## config.mk

```make
export PLATFORM = sky130hd
export DESIGN_NAME = pc_stack_unit
export DESIGN_NICKNAME = d
export VERILOG_FILES = /design/src/rtl/musa_pc_pkg.sv /design/src/rtl/ret_stack.sv /design/src/rtl/pc_stack_unit.sv
export SDC_FILE = /design/constraint.sdc
export NUM_CORES = 1
export LEC_CHECK = 0
export CORE_ASPECT_RATIO = 1.25
export CORE_MARGIN = 5
export CORE_UTILIZATION = 55
export CTS_CLUSTER_SIZE = 24
export DETAILED_ROUTE_END_ITERATION = 6
export GPL_TIMING_DRIVEN = 0
export HOLD_SLACK_MARGIN = 0.08
export PLACE_DENSITY = 0.76
export SLEW_MARGIN = 0
export SYNTH_ARGS = -nofsm -noshare
export SYNTH_HDL_FRONTEND = slang
export SYNTH_SLANG_ARGS = --single-unit
```

## constraint.sdc

```tcl
create_clock -name clk -period 6.2 [get_ports clk]
set_clock_uncertainty 0.15 [all_clocks]
set_input_delay 1.24 -clock clk [delete_from_list [all_inputs] [get_ports clk]]
set_output_delay 1.24 -clock clk [all_outputs]
set_load 0.02 [all_outputs]
```

## src/rtl/musa_pc_pkg.sv

```systemverilog
// musa_pc_pkg: branch-select and FSM encodings shared by the PC/stack stage.
package musa_pc_pkg;
  typedef enum logic [1:0] {BR_SEQ = 2'b00, BR_COND = 2'b01, BR_ABS = 2'b10, BR_REG = 2'b11} br_t;
  typedef enum logic {S_RUN = 1'b0, S_FAULT = 1'b1} state_t;
  localparam int PC_INC = 4;
endpackage

```

## src/rtl/ret_stack.sv

```systemverilog
// ret_stack: return-address LIFO; the parent only issues legal push/pop.
module ret_stack #(
  parameter int DEPTH = 8,
  parameter int W = 32
) (
  input  logic         clk,
  input  logic         rst_n,
  input  logic         push,
  input  logic         pop,
  input  logic [W-1:0] din,
  output logic [W-1:0] top,
  output logic         empty,
  output logic         full
);
  localparam int AW = $clog2(DEPTH);
  localparam logic [AW:0] ONE = (AW+1)'(1);
  logic [AW:0] sp_q, sp_d;
  logic [W-1:0] mem_q [DEPTH];
  logic [W-1:0] mem_d [DEPTH];
  always_comb begin
    sp_d = push ? sp_q + ONE : pop ? sp_q - ONE : sp_q;
    mem_d = mem_q;
    if (push) mem_d[sp_q[AW-1:0]] = din;
    top = mem_q[sp_q[AW-1:0] - ONE[AW-1:0]];
    empty = sp_q == '0;
    full = sp_q == (AW+1)'(DEPTH);
  end
  always_ff @(posedge clk) begin
    if (!rst_n) sp_q <= '0;
    else sp_q <= sp_d;
  end
  // Popped entries are left in place; they are never read before being rewritten.
  always_ff @(posedge clk) mem_q <= mem_d;
endmodule

```

## src/rtl/pc_stack_unit.sv

```systemverilog
// pc_stack_unit: architectural PC with CALL/RET return stack; a stack fault freezes it until reset.
// Define BRANCH_COUNT_EN to add the saturating taken_cnt output.
module pc_stack_unit
  import musa_pc_pkg::*;
#(
  parameter int ADDR_W = 32,
  parameter int STACK_DEPTH = 8,
  parameter logic [ADDR_W-1:0] RESET_PC = '0
) (
  input  logic              clk,
  input  logic              rst_n,
  input  logic              write_pc,
  input  logic [1:0]        branch,
  input  logic              cond,
  input  logic [ADDR_W-1:0] imm_target,
  input  logic [ADDR_W-1:0] reg_target,
  input  logic              push,
  input  logic              pop,
  input  logic              ret,
  output logic [ADDR_W-1:0] pc,
  output logic              stack_empty,
  output logic              stack_full,
  output logic              fault
`ifdef BRANCH_COUNT_EN
  ,output logic [15:0]      taken_cnt
`endif
);
  state_t state_q, state_d;
  logic [ADDR_W-1:0] pc_q, pc_d, seq, rel, br_pc, raw, top;
  logic err, upd, run, push_en, pop_en;
  ret_stack #(.DEPTH(STACK_DEPTH), .W(ADDR_W)) u_stack (
    .clk(clk), .rst_n(rst_n), .push(push_en), .pop(pop_en), .din(seq),
    .top(top), .empty(stack_empty), .full(stack_full)
  );
  always_comb begin
    seq = pc_q + ADDR_W'(PC_INC);
    rel = seq + imm_target;
    br_pc = branch == BR_SEQ ? seq : branch == BR_COND ? (cond ? rel : seq) :
            branch == BR_ABS ? imm_target : reg_target;
    err = (push & pop) | (push & ret) | (pop & ret) | ((ret | pop) & stack_empty) | (push & stack_full);
    upd = run & write_pc & ~err;
    raw = ret ? top : push ? br_pc : pop ? seq : br_pc;
    pc_d = upd ? raw & ~ADDR_W'(3) : pc_q;
    push_en = upd & push;
    pop_en = upd & (ret | pop);
  end
  always_ff @(posedge clk) begin
    if (!rst_n) begin
      state_q <= S_RUN;
      pc_q <= RESET_PC;
    end else begin
      state_q <= state_d;
      pc_q <= pc_d;
    end
  end
  always_comb state_d = (run & write_pc & err) ? S_FAULT : state_q;
  always_comb begin
    run = state_q == S_RUN;
    fault = state_q == S_FAULT;
    pc = pc_q;
  end
`ifdef BRANCH_COUNT_EN
  logic [15:0] cnt_q, cnt_d;
  always_comb cnt_d = (upd && pc_d != seq && cnt_q != 16'hFFFF) ? cnt_q + 16'd1 : cnt_q;
  always_ff @(posedge clk) begin
    if (!rst_n) cnt_q <= '0;
    else cnt_q <= cnt_d;
  end
  assign taken_cnt = cnt_q;
`endif
endmodule

```

## Word level (Yosys, flattened, before mapping)

Index checks and enable logic that the tools add are counted.

| operators by class | value |
|---|---|
| mux-type cells | 15 |
| add/subtract/negate cells | 5 |
| reduce and logical (&&, ||, !) cells | 4 |
| order comparisons | 3 |
| equal/unequal tests | 3 |
| bitwise logic cells | 19 |

Operators with widths:

| kind | count |
|---|---|
| $mux W32 | 10 |
| $bwmux W256 | 1 |
| $bmux W32 S3 | 1 |
| $demux W32 S3 | 1 |
| $add A32 B3 Y32 const B | 1 |
| $add A32 B32 Y32 | 1 |
| $and A1 B1 Y1 | 10 |
| $ge A4 B4 Y1 const B | 2 |
| $mux W4 | 2 |
| $not A3 Y4 | 2 |
| $or A1 B1 Y1 | 5 |
| $add A4 B1 Y4 const B | 1 |
| $eq A4 B4 Y1 const B | 1 |
| $logic_not A4 Y1 | 1 |
| $lt A4 B1 Y1 const B | 1 |
| $sub A4 B1 Y4 const B | 1 |
| $sub A3 B1 Y3 const B | 1 |
| $eq A2 B1 Y1 const B | 1 |
| $eq A2 B2 Y1 const B | 1 |
| $logic_not A2 Y1 | 1 |
| $not A1 Y1 | 2 |
| $reduce_bool A2 Y1 | 1 |
| $logic_and A1 B1 Y1 | 1 |

| word-level totals | value |
|---|---|
| register bits after elaboration | 291 |

## Logic depth before layout (Yosys ltp)

| logic depth | value |
|---|---|
| word-level depth | 10 |
| depth in mapped cells | 18 |
| gate-level depth less buffers | 16 |

## By module

Synthesis repeated with hierarchy kept, for this count alone.

| unflattened totals | value |
|---|---|
| cells, all modules | 1035 |
| area, all modules | 14840.5 µm² |

By module, submodules not included:

| module | instances | cells each | area each (µm²) |
|---|---|---|---|
| ret_stack | 1 | 420 | 10222.3 |
| pc_stack_unit | 1 | 615 | 4618.2 |

## Worst setup path before layout

Ideal clock, no wire load.

| timing path | value |
|---|---|
| path type | reg-to-reg |
| start point | register u_stack.sp_q[0] |
| end point | register u_stack.mem_q[194] (netlist bit), enable pin |
| path slack | 0.558 ns |
| arrival time | 5.038 ns |
| stages on the path, launching flop included | 14 |
| setup time | 0.455 ns |
| period minus slack after synthesis | 5.642 ns |
| buffers on the path | 5 |
| cell sequence | dfxtp_1 -> buf_2 -> buf_2 -> buf_2 -> inv_1 -> ha_1 -> nor3b_1 -> o22ai_1 -> nand3_1 -> nor3b_1 -> buf_2 -> buf_1 -> nand3_1 -> nor3_1 |

| on the way | value |
|---|---|
| cells in the longest elaborated chain, start to end | 7 |
| elaborated cells on any way between the ends | 9 |

Ends and longest elaborated chain:

| item | RTL line | text |
|---|---|---|
| from (decl) | ret_stack.sv:17 | `logic [AW:0] sp_q, sp_d;` |
| from (signal assigned) | ret_stack.sv:30 | `else sp_q <= sp_d;` |
| $logic_not A4 Y1 | ret_stack.sv:25 | `empty = sp_q == '0;` |
| named net stack_empty | pc_stack_unit.sv:21 | `output logic stack_empty,` |
| $and A1 B1 Y1 | pc_stack_unit.sv:40 | `err = (push & pop) \| (push & ret) \| (pop & ret) \| ((ret \| pop) & stack_empty) \| (push & stack_full);` |
| $or A1 B1 Y1 (2 in a row) | pc_stack_unit.sv:40 |  |
| $not A1 Y1 | pc_stack_unit.sv:41 | `upd = run & write_pc & ~err;` |
| $and A1 B1 Y1 | pc_stack_unit.sv:41 |  |
| $and A1 B1 Y1 | pc_stack_unit.sv:44 | `push_en = upd & push;` |
| to (signal assigned) | ret_stack.sv:33 | `always_ff @(posedge clk) mem_q <= mem_d;` |
| to (decl) | ret_stack.sv:18 | `logic [W-1:0] mem_q [DEPTH];` |

The timed path passes the listed nets, and every way through them passes these cells.
A chain may end at the register's enable or synchronous reset.

## Worst setup path after layout

| timing path | value |
|---|---|
| start point | register pc_q[2] (netlist: pc[2]) |
| end point | register pc_q[31] (netlist: pc[31]) |

| on the way | value |
|---|---|
| cells in the longest elaborated chain, start to end | 8 |

Ends and longest elaborated chain:

| item | RTL line | text |
|---|---|---|
| from (decl) | pc_stack_unit.sv:29 | `logic [ADDR_W-1:0] pc_q, pc_d, seq, rel, br_pc, raw, top;` |
| from (signal assigned) | pc_stack_unit.sv:53 | `pc_q <= pc_d;` |
| $add A32 B3 Y32 (*) | pc_stack_unit.sv:36 | `seq = pc_q + ADDR_W'(PC_INC);` |
| named net seq[24] | pc_stack_unit.sv:29 |  |
| $add A32 B32 Y32 (*) | pc_stack_unit.sv:37 | `rel = seq + imm_target;` |
| $mux W32 (*) (3 in a row) | pc_stack_unit.sv:38 | `br_pc = branch == BR_SEQ ? seq : branch == BR_COND ? (cond ? rel : seq) :` |
| $mux W32 | pc_stack_unit.sv:42 | `raw = ret ? top : push ? br_pc : pop ? seq : br_pc;` |
| $mux W32 (*) (2 in a row) | pc_stack_unit.sv:42 |  |

Mark *: on every way through the listed nets, which the timed path passes. The rest lies on a longest branch.

==> flow_results.org <==
** Yosys
- Counting every instance in the synthesized netlist gives 983.
- In this run the cell area of the synthesized design comes to 13700 um2.
- Of the post-synthesis cell area, the dominant cell type holds 0.526.
- Top post-synthesis cells by count :: edfxtp_1 (240), mux4_2 (60), a21oi_1 (53), nand2_1 (53), nor2_1 (52)
- Cell type contributing the most total cell area after synthesis :: edfxtp_1
- Mean instance size in the synthesized netlist :: 13.9 um2
- EDFF count, synth :: 240
- For this run, the leading register cell type out of synthesis is edfxtp_1.
- edfxtp_1 is the most common cell in the netlist.
- Synth cell types :: 70
- Sequential-to-total area share from yosys stat :: 0.578
- Number of storage elements in the synthesis netlist :: 275
- After synthesis, the share of flip-flops with an asynchronous set or reset is 0.
- During synthesis, Yosys emitted a total of 0 warnings.
- In the post-synthesis netlist, the biggest area contributors are edfxtp_1 (53%), mux4_2 (9.9%), dfxtp_1 (5.1%).

** Floorplanning
- After floorplanning, the core was divided into 64 placement rows.
- The floorplan step defined a die boundary enclosing 28200 um2.
- During I/O placement, the number of pins put on the boundary was 108.
- The die is 151 um wide.
- The floorplan step set the die height to 186 um.
- For this configuration, the core starts out at a cell density of 0.559.
- After floorplanning, the core was sized to cover 24500 um2.

** Placement
- Prior to clock tree synthesis, the placed netlist has a worst setup slack of -0.0585 ns.
- Count of buffers from port buffering :: 97
- Area post-placement :: 15300 um2
- Detailed placement ended at an HPWL of 29.6 mm.
- Gp weighted congestion :: 0.935

** Timing
- Fin Setup TNS :: 0 ns
- Setup repair after global routing left no endpoint under its margin.
- Maximum achievable frequency :: 0.174 GHz
- The worst pin sits at a relative slew slack of 0.102.
- Final setup violation count :: 0
- Final period demand of the worst path :: 5.76 ns
- At the pin with the least slew margin, the transition time is 1.34 ns.
- The number of hold violations in the final report was 0.
- Post-route setup slack :: 0.441 ns
- Min Hold Slack :: 0.378 ns
- Dividing the final minimum period by the clock period gives 0.929.
- Count of pins over their slew limit :: 0

** Clock tree
- Buffers inserted during clock tree synthesis total 26.
- The longest clock path from root to sink contains 3 buffers.
- The clock net in this run drives a total of 275 sinks.
- H-tree depth reported by CTS :: 1
- Clock tree from TritonCTS :: yes
- Source-to-sink clock delay at the later pin of the worst-skew pair :: 0.53 ns
- Hold_buf cts :: 0
- CTS root buf :: clkbuf_16
- Clock-pin slew was measured on the worst setup and hold paths at 0.07 ns.

** Critical path
- The endpoint identified for the worst register-to-register timing path is pc[31].
- Together, buffers and inverters on the worst path number 1.
- Worst reg2reg setup slack :: 0.44 ns
- The most critical setup path has its startpoint at pc[2].
- In this run the critical register-to-register path is launched from pc[2].
- On the critical path, the stage with the largest delay is an instance of xnor2_1.
- Max incr delay on CP :: 0.93 ns
- STA classifies the critical path startpoint as a flop.
- List of cells traversed by the critical path :: ha_1 > nand4_1 > or2_2 > nor2_1 > nand3_1 > xnor2_1 > ha_1 > clkbuf_1 > a21o_1 > a21oi_1 > o221ai_1 > or3b_2 > o221a_2 > xor2_1 > a221oi_1 > nor2_1
- Counting cells, the worst reg-to-reg path comes to 16.
- Data on the critical path is required at its endpoint by 6.47 ns.
- Following the worst setup path forward leads to its endpoint at pc[31].
- Data arrival time of the critical path :: 6.03 ns
- The critical path is of the reg2reg type.
- Kind of end point of the critical path :: flop
- Top cell family by delay on the critical path :: simple AND/OR/NAND/NOR gates
- Levels on crit path :: 16
- Of all nets on the critical path, the largest fanout is 11.

** Worst hold path
- Number of instances on the worst hold path :: 2
- Tightest Hold Check Type :: reg2reg

** Power and ir drop
- Total power density per cell area :: 272 nW/um2
- Static Leak :: 0.00562 uW
- Summing internal, switching and leakage power gives 4400 uW.
- Across the VDD grid, the largest voltage drop is 0.000266 V.

** GRT
- Maximum number of pins on one net before global-route repair :: 26
- Number of global-route vias before repair :: 9782
- Initial antenna violation count :: 0
- The first global-routing pass estimated 60.7 mm of wire.
- Remaining Overflow, GRT :: 0
- In the global route stage, overall resource usage came out at 0.290.

** Routing
- In this run, the number of DRC markers left after iteration 0 of detailed routing was 1116.
- Total number of vias :: 9662
- Residual DRC :: 0
- Via density :: 6.56
- M1 wire length :: 15.6 mm
- Dividing the detail-routed wire length by the instance count gives 27.8 um.
- DR WL met2 :: 19.7 mm
- Metal3 WL :: 3.62 mm
- Number of optimization iterations in the first detailed-route pass :: 6
- Routed WL :: 41.0 mm
- The detail route stage leaves a number of antenna-violating nets equal to 0.
- Uppermost signal routing layer after detailed routing :: met4

** Cells and area
- The finished cells cover 16200 um2.
- Number of nets in the layout :: 1237
- Total inserted antenna cells :: 0
- Synthesis-to-finish area growth :: 18.3%
- The filler cells instantiated in the layout total 1824.
- Ratio of cells with drive above 1 in the final layout :: 0.156

** Flow run
- Max Cap Violations :: 0

** Status
- Result of the run :: finished, final reports clean
-- layout by cell type, fill, tap and decap left out, types with 9 or more instances in the layout --
| cell type | instances |
|---|---|
| edfxtp_1 | 240 |
| clkdlybuf4s50_1 | 97 |
| mux4_2 | 60 |
| nand2_1 | 53 |
| a21oi_1 | 53 |
| nor2_1 | 46 |
| o21ai_0 | 43 |
| mux2i_1 | 40 |
| ha_1 | 39 |
| xnor2_1 | 35 |
| clkbuf_1 | 35 |
| dfxtp_1 | 35 |
| nand3_1 | 30 |
| clkbuf_16 | 27 |
| mux2_2 | 20 |
| xor2_1 | 18 |
| buf_2 | 15 |
| o211ai_1 | 15 |
| inv_1 | 14 |
| a21o_1 | 12 |
| a221oi_1 | 12 |
| a211oi_1 | 10 |
| nor2b_1 | 9 |
-- repair_timing --
item	CTS	global route
endpoints found under the hold margin	0	0
endpoints found under the setup margin	9	17
setup buffers	0	2
gates resized for setup	1	2
pin swaps	0	1
-- per-stage QoR --
step | util | std cells
after floorplan | - | 984
after global placement | 0.615 | 1411
after detailed placement | 0.625 | 1423
after CTS | 0.660 | 1471
after global routing | 0.661 | 1473
final | 0.661 | 1473
-- state kept, by name, summed over array words and instances, names as in the netlist --
| signal | flops |
|---|---|
| pc | 30 |
| u_stack.sp_q | 4 |
| fault | 1 |
| u_stack.mem_q | 240 |
-- layer usage --
metal,vias to the layer above,global-route usage
met4,0,0.114
met5,-,0
met1,4795,0.389
met3,114,0.0427
li1,4189,-
met2,564,0.479
-- power by group --
part | leakage (uW) | switching (uW) | internal, uW
registers | 0.00246 | 33.1 | 2050
clock network | 0.000416 | 677 | 903
logic | 0.00275 | 436 | 309
-- final cells by class --
type | instances | area (um2) | area share
repair buffers | 111 | 1170 | 0.0725
flip-flops and latches | 275 | 7910 | 0.488
clock inverters | 8 | 70.1 | 0.00433
clock buffers | 40 | 774 | 0.0478
multi-input cells | 642 | 5580 | 0.344
well taps | 330 | 413 | 0.0255
inverters | 14 | 52.6 | 0.00324
plain buffers | 53 | 226 | 0.0140
-- cells by family (layout without fill, tap and decap cells) --
| kind of cell | Yosys count | count (layout) | share of synthesized area |
|---|---|---|---|
| AO/OA/AOI/OAI | 213 | 213 | 0.104 |
| flip-flops | 275 | 275 | 0.578 |
| XOR/XNOR | 55 | 55 | 0.0363 |
| AND/OR/NAND/NOR | 211 | 211 | 0.0786 |
| adder cells (fa/ha/maj) | 41 | 41 | 0.0386 |
| multiplexers | 120 | 120 | 0.144 |
| other | 1 | 2 | 0.000274 |
| buffers and inverters | 67 | 226 | 0.0203 |
-- how the worst min path moves through the flow --
stage | start | endpoint | slack (ns)
detailed placement | u_stack.sp_q[3] | u_stack.sp_q[3] | 0.37
global route | u_stack.sp_q[3] | u_stack.sp_q[3] | 0.43
finish | u_stack.sp_q[3] | u_stack.sp_q[3] | 0.38
global placement | u_stack.sp_q[3] | u_stack.sp_q[3] | 0.35
floorplan | u_stack.sp_q[3] | u_stack.sp_q[3] | 0.32
CTS | u_stack.sp_q[3] | u_stack.sp_q[3] | 0.38
-- worst register-to-register path, cell delays in order, from the launching register on --
cell      delay, ns
dfxtp_1        0.58
ha_1           0.33
nand4_1        0.40
or2_2          0.48
nor2_1         0.22
nand3_1        0.13
xnor2_1        0.93
ha_1           0.39
clkbuf_1       0.23
a21o_1         0.24
a21oi_1        0.16
o221ai_1       0.15
or3b_2         0.48
o221a_2        0.26
xor2_1         0.16
a221oi_1       0.29
nor2_1         0.08
(Power assumes the default switching activity.)
